**config.mk**
```make
export PLATFORM = sky130hd
export DESIGN_NAME = alu_exec_unit
export DESIGN_NICKNAME = d
export VERILOG_FILES = /design/src/rtl/alu_exec_unit.sv
export SDC_FILE = /design/constraint.sdc
export NUM_CORES = 1
export LEC_CHECK = 0
export ABC_CLOCK_PERIOD_IN_PS = 6500
export BUFFER_PORTS_ARGS = -buffer_cell sky130_fd_sc_hd__buf_2
export CAP_MARGIN = 20
export CORE_ASPECT_RATIO = 1.25
export CORE_MARGIN = 4
export CORE_UTILIZATION = 51
export CTS_BUF_LIST = sky130_fd_sc_hd__clkbuf_2 sky130_fd_sc_hd__clkbuf_4 sky130_fd_sc_hd__clkbuf_8
export DETAILED_ROUTE_END_ITERATION = 6
export PLACE_DENSITY = 0.77
export SLEW_MARGIN = 10
export SYNTH_ARGS = -nofsm -noshare
export SYNTH_HDL_FRONTEND = slang
export SYNTH_SLANG_ARGS = --single-unit
export TNS_END_PERCENT = 100
```
**constraint.sdc**
```tcl
create_clock -name clk -period 6.5 [get_ports clk]
set_clock_uncertainty 0.2 [all_clocks]
set_input_delay 0.975 -clock clk [delete_from_list [all_inputs] [get_ports clk]]
set_output_delay 0.975 -clock clk [all_outputs]
set_load 0.02 [all_outputs]
```
**src/rtl/alu_exec_unit.sv**
```systemverilog
`default_nettype none
// ============================================================================
// Module   : alu_exec_unit
// Brief    : XLEN-wide execute ALU with valid/ready handshakes, single-cycle
//            integer ops and an iterative shift-add unsigned multiplier.
// Revision : 1.0 - initial release
// ============================================================================
module alu_exec_unit #(
  parameter int XLEN   = 32,
  parameter bit MUL_EN = 1'b1
) (
  input  logic            clk,
  input  logic            rst_n,
  input  logic            in_valid,
  output logic            in_ready,
  input  logic [3:0]      op,
  input  logic [XLEN-1:0] operand_a,
  input  logic [XLEN-1:0] operand_b,
  output logic            out_valid,
  input  logic            out_ready,
  output logic [XLEN-1:0] result,
  output logic            illegal_op,
  output logic            busy
);

  localparam int              c_shw  = $clog2(XLEN);
  localparam logic [c_shw-1:0] c_last = c_shw'(XLEN - 1);

  localparam logic [3:0] c_op_add   = 4'd0;
  localparam logic [3:0] c_op_sub   = 4'd1;
  localparam logic [3:0] c_op_xor   = 4'd2;
  localparam logic [3:0] c_op_or    = 4'd3;
  localparam logic [3:0] c_op_and   = 4'd4;
  localparam logic [3:0] c_op_sll   = 4'd5;
  localparam logic [3:0] c_op_srl   = 4'd6;
  localparam logic [3:0] c_op_sra   = 4'd7;
  localparam logic [3:0] c_op_slt   = 4'd8;
  localparam logic [3:0] c_op_sltu  = 4'd9;
  localparam logic [3:0] c_op_mul   = 4'd10;
  localparam logic [3:0] c_op_mulhu = 4'd11;

  typedef enum logic [1:0] {
    S_IDLE = 2'd0,
    S_MUL  = 2'd1,
    S_HOLD = 2'd2
  } state_t;

  state_t            r_state;
  state_t            w_state_next;
  logic              w_accept;
  logic              w_is_mul;
  logic              w_illegal;
  logic [XLEN-1:0]   w_fast_result;
  logic [c_shw-1:0]  w_shamt;
  logic [XLEN-1:0]   r_result;
  logic              r_illegal;
  logic [XLEN-1:0]   r_a;
  logic [XLEN-1:0]   r_b;
  logic              r_mulhu;
  logic [2*XLEN-1:0] r_acc;
  logic [2*XLEN-1:0] w_acc_next;
  logic [c_shw-1:0]  r_count;

  assign in_ready   = (r_state == S_IDLE) | ((r_state == S_HOLD) & out_ready);
  assign w_accept   = in_valid & in_ready;
  assign w_is_mul   = MUL_EN && ((op == c_op_mul) || (op == c_op_mulhu));
  assign w_shamt    = operand_b[c_shw-1:0];
  assign result     = r_result;
  assign illegal_op = r_illegal;

  always_comb begin
    w_fast_result = '0;
    w_illegal     = 1'b0;
    case (op)
      c_op_add:   w_fast_result = operand_a + operand_b;
      c_op_sub:   w_fast_result = operand_a - operand_b;
      c_op_xor:   w_fast_result = operand_a ^ operand_b;
      c_op_or:    w_fast_result = operand_a | operand_b;
      c_op_and:   w_fast_result = operand_a & operand_b;
      c_op_sll:   w_fast_result = operand_a << w_shamt;
      c_op_srl:   w_fast_result = operand_a >> w_shamt;
      c_op_sra:   w_fast_result = $unsigned($signed(operand_a) >>> w_shamt);
      c_op_slt:   w_fast_result = {{(XLEN-1){1'b0}}, ($signed(operand_a) < $signed(operand_b))};
      c_op_sltu:  w_fast_result = {{(XLEN-1){1'b0}}, (operand_a < operand_b)};
      // Multiply opcodes only reach this path as illegal when the engine is absent
      c_op_mul,
      c_op_mulhu: w_illegal     = ~MUL_EN;
      default:    w_illegal     = 1'b1;
    endcase
  end

  generate
    if (MUL_EN) begin : g_mul
      logic [2*XLEN-1:0] w_addend;
      assign w_addend   = {{XLEN{1'b0}}, r_a} << r_count;
      assign w_acc_next = r_b[r_count] ? (r_acc + w_addend) : r_acc;
    end else begin : g_no_mul
      assign w_acc_next = r_acc;
    end
  endgenerate

  always_comb begin
    w_state_next = r_state;
    out_valid    = 1'b0;
    busy         = 1'b0;
    case (r_state)
      S_IDLE: begin
        if (w_accept) w_state_next = w_is_mul ? S_MUL : S_HOLD;
      end
      S_MUL: begin
        busy = 1'b1;
        if (r_count == c_last) w_state_next = S_HOLD;
      end
      S_HOLD: begin
        out_valid = 1'b1;
        if (w_accept)       w_state_next = w_is_mul ? S_MUL : S_HOLD;
        else if (out_ready) w_state_next = S_IDLE;
      end
      default: w_state_next = S_IDLE;
    endcase
  end

  always_ff @(posedge clk or negedge rst_n) begin
    if (!rst_n) r_state <= S_IDLE;
    else        r_state <= w_state_next;
  end

  always_ff @(posedge clk or negedge rst_n) begin
    if (!rst_n) begin
      r_result  <= '0;
      r_illegal <= 1'b0;
      r_a       <= '0;
      r_b       <= '0;
      r_mulhu   <= 1'b0;
      r_acc     <= '0;
      r_count   <= '0;
    end else if (w_accept) begin
      if (w_is_mul) begin
        r_a     <= operand_a;
        r_b     <= operand_b;
        r_mulhu <= op[0];
        r_acc   <= '0;
        r_count <= '0;
      end else begin
        r_result  <= w_fast_result;
        r_illegal <= w_illegal;
      end
    end else if (r_state == S_MUL) begin
      r_acc   <= w_acc_next;
      r_count <= r_count + c_shw'(1);
      // Final step: publish straight from the updated accumulator
      if (r_count == c_last) begin
        r_result  <= r_mulhu ? w_acc_next[2*XLEN-1:XLEN] : w_acc_next[XLEN-1:0];
        r_illegal <= 1'b0;
      end
    end
  end

endmodule
`default_nettype wire

```
== Word-level counts from Yosys, hierarchy flattened ==
Cells that the tools add are included.
Cells by class
  $add $sub $neg: 4
  $lt $le $gt $ge: 3
  eq/ne operators: 19
  shift operators: 4
  multiplexer cells: 28
  bitwise operators: 6
  reduce and logical (&&, ||, !) cells: 10
Operators with widths (count)
  case mux 32 bit (10 select lines): 1
  2-to-1 mux 64 bit: 4
  2-to-1 mux 32 bit: 5
  adder 64 bit: 1
  less-than comparator 32 bit: 2
  left shift 32 x 5 -> 64 bit: 1
  adder 32 bit: 1
  AND 32 bit: 1
  bitwise OR 32 bit: 1
  left shift 32 x 5 -> 32 bit: 1
  right shift 32 x 5 -> 32 bit: 1
  >>> shifter 32 x 5 -> 32 bit: 1
  subtractor 32 bit: 1
  bitwise XOR 32 bit: 1
  == test 4 x 3 -> 1 bit, second input constant: 4
  == test 4 bit, second input constant: 4
  2-to-1 mux 5 bit: 3
  OR reduction 12 bit: 1
  2-to-1 mux 2 bit: 5
  == test 4 x 2 -> 1 bit, second input constant: 2
  2-to-1 mux 1 bit: 8
  less-than comparator 5 x 6 -> 1 bit, second input constant: 1
  != test 2 bit, second input constant: 3
  case mux 2 bit (3 select lines): 1
  other kinds (16): 20
Word-level totals
  bits in registers: 169
  output and inout bits: 36
  word-level logic and storage cells: 82

== Depth between registers and ports, before layout ==
Gate-level depths: netlist of the first run.
  depth in word-level cells: 7
  gate-level depth with buffers: 23
  mapped depth without buffers: 19

== Least setup slack after synthesis of the first run ==
OpenSTA, ideal clock, no wires.
  path type: register to register
  start: register r_count[0]
  end: register r_result[21] (netlist: result[21])
  setup time: 0.080 ns
  arrival: 5.013 ns
  data required time: 6.220 ns
  slack: 1.207 ns
  cell stages (with the launch flop): 24
  path buffers: 5
  clock period less this slack: 5.293 ns
  path through: dfrtp_1 -> buf_2 -> buf_4 -> buf_1 -> clkbuf_1 -> inv_1 -> a31oi_1 -> inv_1 -> mux2i_1 -> nand2_1 -> o21ai_0 -> mux2i_1 -> ha_1 -> buf_4 -> nand2_2 -> or4_4 -> or2_0 -> a21o_1 -> o31a_1 -> or4_4 -> nand2_2 -> xnor2_1 -> mux4_2 -> o22ai_2
Between the ends
  cells in the longest elaborated chain, start to end: 7
  elaborated cells on any way between the ends: 12
  those cells by class: add/sub (1); eq/ne (1); shift (1); mux (7); reduce/logical (2)
RTL lines
  from (decl): RTL line 62  | logic [c_shw-1:0] r_count;
  from (signal assigned): RTL line 150  | r_count <= r_count + c_shw'(1);
  left shift 32 x 5 -> 64 bit / binary-select mux 1 bit (select 5 bit) (equally long branches): RTL line 95, 96
  adder 64 bit / 2-to-1 mux 1 bit (equally long branches): RTL line 96  | assign w_acc_next = r_b[r_count] ? (r_acc + w_addend) : r_acc;
  2-to-1 mux 64 bit: RTL line 96
  2-to-1 mux 32 bit: RTL line 153  | r_result <= r_mulhu ? w_acc_next[2*XLEN-1:XLEN] : w_acc_next[XLEN-1:0];
  2-to-1 mux 32 bit: RTL line 152  | if (r_count == c_last) begin
  2-to-1 mux 32 bit: RTL line 148  | end else if (r_state == S_MUL) begin
  2-to-1 mux 32 bit: RTL line 137  | end else if (w_accept) begin
  to (signal assigned): RTL line 145  | r_result <= w_fast_result;
  to (signal assigned): RTL line 153
  to (decl): RTL line 55  | logic [XLEN-1:0] r_result;
Several ways; a longest one is shown, not always the timed one. The select of a mux whose other input is x is not followed.
A chain may end at the register's enable or synchronous reset.

== Worst setup path in the final report of the first run ==
  start: register r_count[1]
  end: register r_result[22] (netlist: result[22])
The elaborated chain is that of the path after synthesis.

==> flow_metrics.tcl, run 1 <==
set metrics [dict create \
    cp_max_fo 20 \
    internal_power_mw 3.66 \
    coreArea_sq_um 44100 \
    period_needed_ps 6400 \
    synth_area_leaders "dfrtp_1 (19%), ha_1 (8.9%), mux4_2 (7.8%)" \
    vias_per_cell 7.25 \
    worstMarginPinSlew_ps 1210 \
    cp_cell_sequence "inv_1, mux2_2, mux2_2, o21ai_0, nor2_1, a21oi_1, ha_1, nand2_1, o21ai_0, a221o_1, a21oi_1, nor3_1, a311oi_1, o211ai_1, buf_4, xor2_1, mux2_2, a311o_1" \
    synthAdderAreaFrac_pct 9.18 \
    ys_types 87 \
    slew_viol_final 0 \
    cp-end-kind "flip-flop" \
    grt_remaining_overflow 0 \
    cts_hold_buffers 0 \
    port_buffers 107 \
    arrival_ps 6600 \
    slowest_stage "o21ai_0" \
    drive_gt1_share_pct 11.8 \
    synth_top_family_by_area "compound AO/OA/AOI/OAI gates" \
    leakagePower_nw 10.6 \
    drt-initial-drc-count 3207 \
    vias 26000 \
    critical_path.top_delay_family "compound AO/OA/AOI/OAI gates" \
    slew_headroom_pct 18.8 \
    synth_xor_area_share_pct 2.58 \
    cts_tree "yes" \
    fmax_mhz 156 \
    outcome "finished with violations" \
    slowest_delay_ps 590 \
    synth_ff_type "dfrtp_1" \
    power_density_nw_per_um2 357 \
    startpoint_type "flip-flop" \
    detail-route-antenna-nets 0 \
    worst_hold_slack_ps 193 \
    wirelength_microns 114000 \
    cp_common_cell "mux2_2" \
    start_util_pct 51.5 \
    pin_count 108 \
    critical_path_buf_inv_count 2 \
    place_area_sq_um 23700 \
    period_share_pct 98.4 \
    peakVddDrop_mv 0.329 \
    synth.most_common_cell "nand2_1" \
    antenna_found_initial 7 \
    ys_warn_count 0 \
    die_area_sq_um 48100 \
    area_growth_pct 6.02 \
    cts_buffers 17 \
    layout.nets 3237 \
    synth.area.mux_share_pct 13.8 \
    synth_top_cell_area_share_pct 18.6 \
    yosysTopAreaCell "dfrtp_1" \
    setup_viol 0 \
    pwr-share-seq_pct 20.9 \
    grt_pass1_vias 25400 \
    ys_seq_area_share_pct 18.6 \
    finalSetupTns_ps 0 \
    avgSynthCellArea_sq_um 7.50 \
    post-dp-hpwl_microns 89600 \
    syn-cell-area_sq_um 22700 \
    h-tree-depth 4 \
    swShare_pct 57.4 \
    synth_cells 3031 \
    grt.total_usage_pct 45.9 \
    drv_cap 0 \
    grt_pass1_wl_microns 166000 \
    die_h_microns 244 \
    crit_required_ps 6710 \
    cts.sinks 169 \
    power.net_switching_mw 4.94 \
    rsz0062_at_grt "false" \
    synth-compound-area-share_pct 29.5 \
    ys_async_sr_fraction_pct 100 \
    cts_resized 0 \
    firstDrtPassIters 7 \
    clock_latency_ps 530 \
    clkTransAtPathRegs_ps 130 \
    drc 2 \
    ctsLongestPathBuffers 2 \
    cts_setup_buffers 0 \
    finalHoldViolations 0 \
    p_clk_share_pct 9.5 \
    pwr-share-comb_pct 69.6 \
    critPathKind "reg2reg" \
    grt_max_degree 84 \
    synthesis.nets 3268 \
    root_buffer "clkbuf_8" \
    hp-class "in2async" \
    stdcell_area_sq_um 24100 \
    fp-row-count 86 \
    violations "design-rule violations" \
    finalWeightedCongestion 1.09 \
    die_w_microns 197 \
    synthTopCellsByCount "nand2_1 (369), o21ai_0 (288), nor2_1 (284), a21oi_1 (257)" \
    synth_seq_cells 169 \
    synth_simple_gate_area_share_pct 19.8 \
    wire_per_inst_microns 31.8 \
    synth_edf_count 0 \
]
sequential cells by signal, summed over array words and instances, names as in the netlist:
| signal | flops |
|---|---|
| r_a | 32 |
| r_acc | 64 |
| r_state | 2 |
| r_count | 5 |
| r_b | 32 |
| r_mulhu | 1 |
| illegal_op | 1 |
| result | 32 |
power groups by stage:
stage | sequential [mW] | clock [mW] | combinational, mW
6_report | 1.80 | 0.819 | 5.98
5_1_grt | 1.82 | 0.855 | 6.28
4_1_cts | 1.77 | 0.815 | 5.72
3_5_place_dp | 1.79 | 0 | 5.70
3_3_place_gp | 1.77 | 0 | 5.64
2_1_floorplan | 1.66 | 0 | 3.85
metal layers:
metal	routed length (microns)	up-vias	GRT usage [%]
met4	13500	8	41.5
met3	11100	614	9.77
li1	-	11200	-
met2	52700	1905	75.6
met5	51	-	0
met1	36800	12400	49.0
final cells by class:
cell class              instances  area (sq um)
fillers                      4350         20000
multi-input cells            2493         17100
flip-flops and latches        169          4240
repair buffers                187          1170
well taps                     572           716
inverters                     132           495
clock buffers                  17           234
clock inverters                15           175
diodes                          5          12.5
cell families after synthesis:
group	count (synthesis)
adder cells (fa/ha/maj)	165
AND/OR/NAND/NOR	998
XOR/XNOR	67
AO/OA/AOI/OAI	1051
flip-flops	169
multiplexers	212
buffers and inverters	369
cell usage in the layout (no fill, tap or decap), types with 21 or more instances in the layout:
cell type and instances:
nand2_1 368, o21ai_0 287, nor2_1 282, a21oi_1 256
dfrtp_1 166, ha_1 162, inv_1 127, mux2i_1 105
buf_2 105, nand3_1 90, mux4_2 79, buf_4 79
a21o_1 63, a211oi_1 51, nor3_1 51, o211ai_1 48
xnor2_1 39, nand4_1 37, o21bai_1 37, a31oi_1 32
o22ai_1 31, xor2_1 28, mux2_2 27, nand2b_1 26
a221oi_1 26, and2_1 24, o31ai_1 23, nor2b_1 22
and3_1 21
stage by stage:
stage	worst slack [ps]	power, mW	util, %	instances
3_5_place_dp	119	7.49	53.7	3553
6_report	105	8.60	54.7	3590
2_1_floorplan	1210	5.51	-	3031
5_1_grt	19.6	8.96	54.6	3586
4_1_cts	96.6	8.31	54.6	3585
3_3_place_gp	223	7.40	53.7	3553
worst paths after layout:
path                                  from    endpoint  slack [ps]  cells after the start
worst max-delay path            r_count[1]  result[22]         100                     18
worst min-delay path                 rst_n    r_acc[3]         190                      1
worst max register to register  r_count[1]  result[22]         100                     18
worst min register to register     r_b[14]     r_b[14]         290                      2
max in group asynchronous            rst_n  r_count[0]        4530                      2
min in group clk                   r_b[14]     r_b[14]         290                      2
Power figures use the tool's default switching activity.
==> inputs of run 2 (changes only) <==
--- a/config.mk
+++ b/config.mk
@@ -8,12 +8,14 @@
 export ABC_CLOCK_PERIOD_IN_PS = 6500
 export BUFFER_PORTS_ARGS = -buffer_cell sky130_fd_sc_hd__buf_2
 export CAP_MARGIN = 20
+export CELL_PAD_IN_SITES_DETAIL_PLACEMENT = 2
+export CELL_PAD_IN_SITES_GLOBAL_PLACEMENT = 2
 export CORE_ASPECT_RATIO = 1.25
 export CORE_MARGIN = 4
-export CORE_UTILIZATION = 51
+export CORE_UTILIZATION = 39
 export CTS_BUF_LIST = sky130_fd_sc_hd__clkbuf_2 sky130_fd_sc_hd__clkbuf_4 sky130_fd_sc_hd__clkbuf_8
 export DETAILED_ROUTE_END_ITERATION = 6
-export PLACE_DENSITY = 0.77
+export PLACE_DENSITY = 0.94
 export SLEW_MARGIN = 10
 export SYNTH_ARGS = -nofsm -noshare
 export SYNTH_HDL_FRONTEND = slang
==> run 2 against run 1 <==
- the run now ends clean
- setup slack improved by 40 ps
- largest power group unchanged
- final cell count increased by 5.0%
- utilization shrank 12 points
- largest cell class unchanged
- sequential power grew 5%
- non-clock buffer count is 2 higher
- via count is 3.2% higher
- critical path type unchanged
- combinational power grew 9.9%
==> flow_metrics.tcl, run 2 (synthesis results as in run 1) <==
set metrics [dict create \
    rsz0062_at_grt "false" \
    crit_required_ps 6680 \
    arrival_ps 6530 \
    firstDrtPassIters 7 \
    fmax_mhz 157 \
    slowest_stage "dfrtp_4" \
    p_clk_share_pct 9.1 \
    p_total_mw 9.32 \
    drive_gt1_share_pct 12.1 \
    start_util_pct 39.5 \
    cp_max_fo 20 \
    area_growth_pct 7.28 \
    cts_buffers 17 \
    internal_power_mw 3.73 \
    largest_register_ff_count 64 \
    period_needed_ps 6360 \
    die_w_microns 224 \
    critical_path_buf_inv_count 2 \
    clkTransAtPathRegs_ps 130 \
    grt.total_usage_pct 42.3 \
    setup_ws_ps 144 \
    hp-class "in2async" \
    drv_cap 0 \
    power.net_switching_mw 5.58 \
    vias 26900 \
    layout_common_cells "nand2_1 (367), o21ai_0 (286), nor2_1 (281), a21oi_1 (256), dfrtp_1 (165)" \
    grt_max_degree 101 \
    fp-row-count 98 \
    slew_headroom_pct 14.3 \
    critical_path.top_delay_family "compound AO/OA/AOI/OAI gates" \
    cp-end-kind "flip-flop" \
    pwr-share-comb_pct 70.6 \
    slew_viol_final 0 \
    drt-initial-drc-count 2486 \
    vias_per_cell 7.13 \
    grt_pass1_vias 28700 \
    outcome "completed" \
    pwr-share-seq_pct 20.3 \
    fin_util_pct 42.4 \
    root_buffer "clkbuf_8" \
    layout.nets 3239 \
    period_share_pct 97.8 \
    cp_cell_sequence "buf_12, buf_4, mux2i_1, a21oi_1, mux2_2, o21ai_1, mux2i_1, ha_1, nand2_2, or4_4, or2_0, a21o_1, o31a_1, or4_4, a21oi_2, nor2_1, o311ai_2, o211ai_1" \
    post-dp-hpwl_microns 108000 \
    wirelength_microns 137000 \
    finalWeightedCongestion 1.07 \
    h-tree-depth 4 \
    grt_pass1_wl_microns 198000 \
    ctsLongestPathBuffers 2 \
    swShare_pct 59.9 \
    power_density_nw_per_um2 382 \
    worstMarginPinSlew_ps 1280 \
    port_buffers 107 \
    cts_tree "yes" \
    regMostFlops "r_acc" \
    leakagePower_nw 10.6 \
    wire_per_inst_microns 36.4 \
    setup_viol 0 \
    die_area_sq_um 62300 \
    critPathKind "reg2reg" \
    coreArea_sq_um 57500 \
    peakVddDrop_mv 0.207 \
    startpoint_type "flip-flop" \
    clock_latency_ps 550 \
    antenna_found_initial 5 \
    dp_slack_ps -224 \
    slowest_delay_ps 640 \
    finalHoldViolations 0 \
    cts.sinks 169 \
    die_h_microns 278 \
    worst_hold_slack_ps 136 \
    grt_remaining_overflow 0 \
    drc 0 \
    final_common_cell "nand2_1" \
    pin_count 108 \
    detail-route-antenna-nets 0 \
]
-- run 2: cell types whose count changed in the layout (fill, tap and decap cells not counted), moves of 2 or more --
| cell | delta |
|---|---|
| buf_12 | +2 |
| nor2_2 | +2 |
| inv_8 | -4 |
| clkinv_8 | +3 |
| inv_6 | +2 |
-- run 2: power groups by stage --
stage	logic, mW	clock network [mW]	registers (mW)
6_report	6.57	0.848	1.89
2_1_floorplan	3.85	0	1.66
5_1_grt	6.86	0.883	1.90
4_1_cts	6.35	0.850	1.85
3_5_place_dp	6.30	0	1.87
3_3_place_gp	6.02	0	1.83
-- run 2: worst paths after layout --
kind	slack (ps)	startpoint	cells past startpoint	to
worst max register to register	140	r_count[0]	18	result[29]
min in group clk	310	r_b[20]	2	r_b[20]
worst max-delay path	140	r_count[0]	18	result[29]
max in group asynchronous	4580	rst_n	2	r_count[0]
worst min register to register	310	r_b[20]	2	r_b[20]
worst min-delay path	140	rst_n	1	r_acc[32]
-- run 2: layer usage --
metal  GRT usage, %  up-vias  wire, microns
met4           37.4        0          15500
met1           46.0    13700          48700
met5              0        -              0
met2           71.0     1438          64400
met3           6.73      601           8650
li1               -    11100              -
-- run 2: through the flow --
step                      TNS, ps  std cells  area [sq um]
after floorplan                 0       3031         22700
after global placement          0       3733         24000
after detailed placement     -224       3733         24000
after CTS                       0       3765         24400
after global routing            0       3766         24400
final                           0       3770         24400
-- run 2: layout make-up --
| type | instances | area, sq um |
|---|---|---|
| Antenna cell | 5 | 12.5 |
| Sequential cell | 169 | 4240 |
| Inverter | 132 | 495 |
| Fill cell | 6652 | 33100 |
| Clock inverter | 15 | 181 |
| Tap cell | 750 | 938 |
| Clock buffer | 17 | 234 |
| Multi-Input combinational cell | 2493 | 17100 |
| Timing Repair Buffer | 189 | 1210 |
-- run 2: repair_timing --
action                                  in CTS  in global routing
hold buffers                                 0                  0
endpoints found under the setup margin       3                  3
setup buffers                                0                  0
gates resized for setup                      4                  2
cloned                                       0                  0
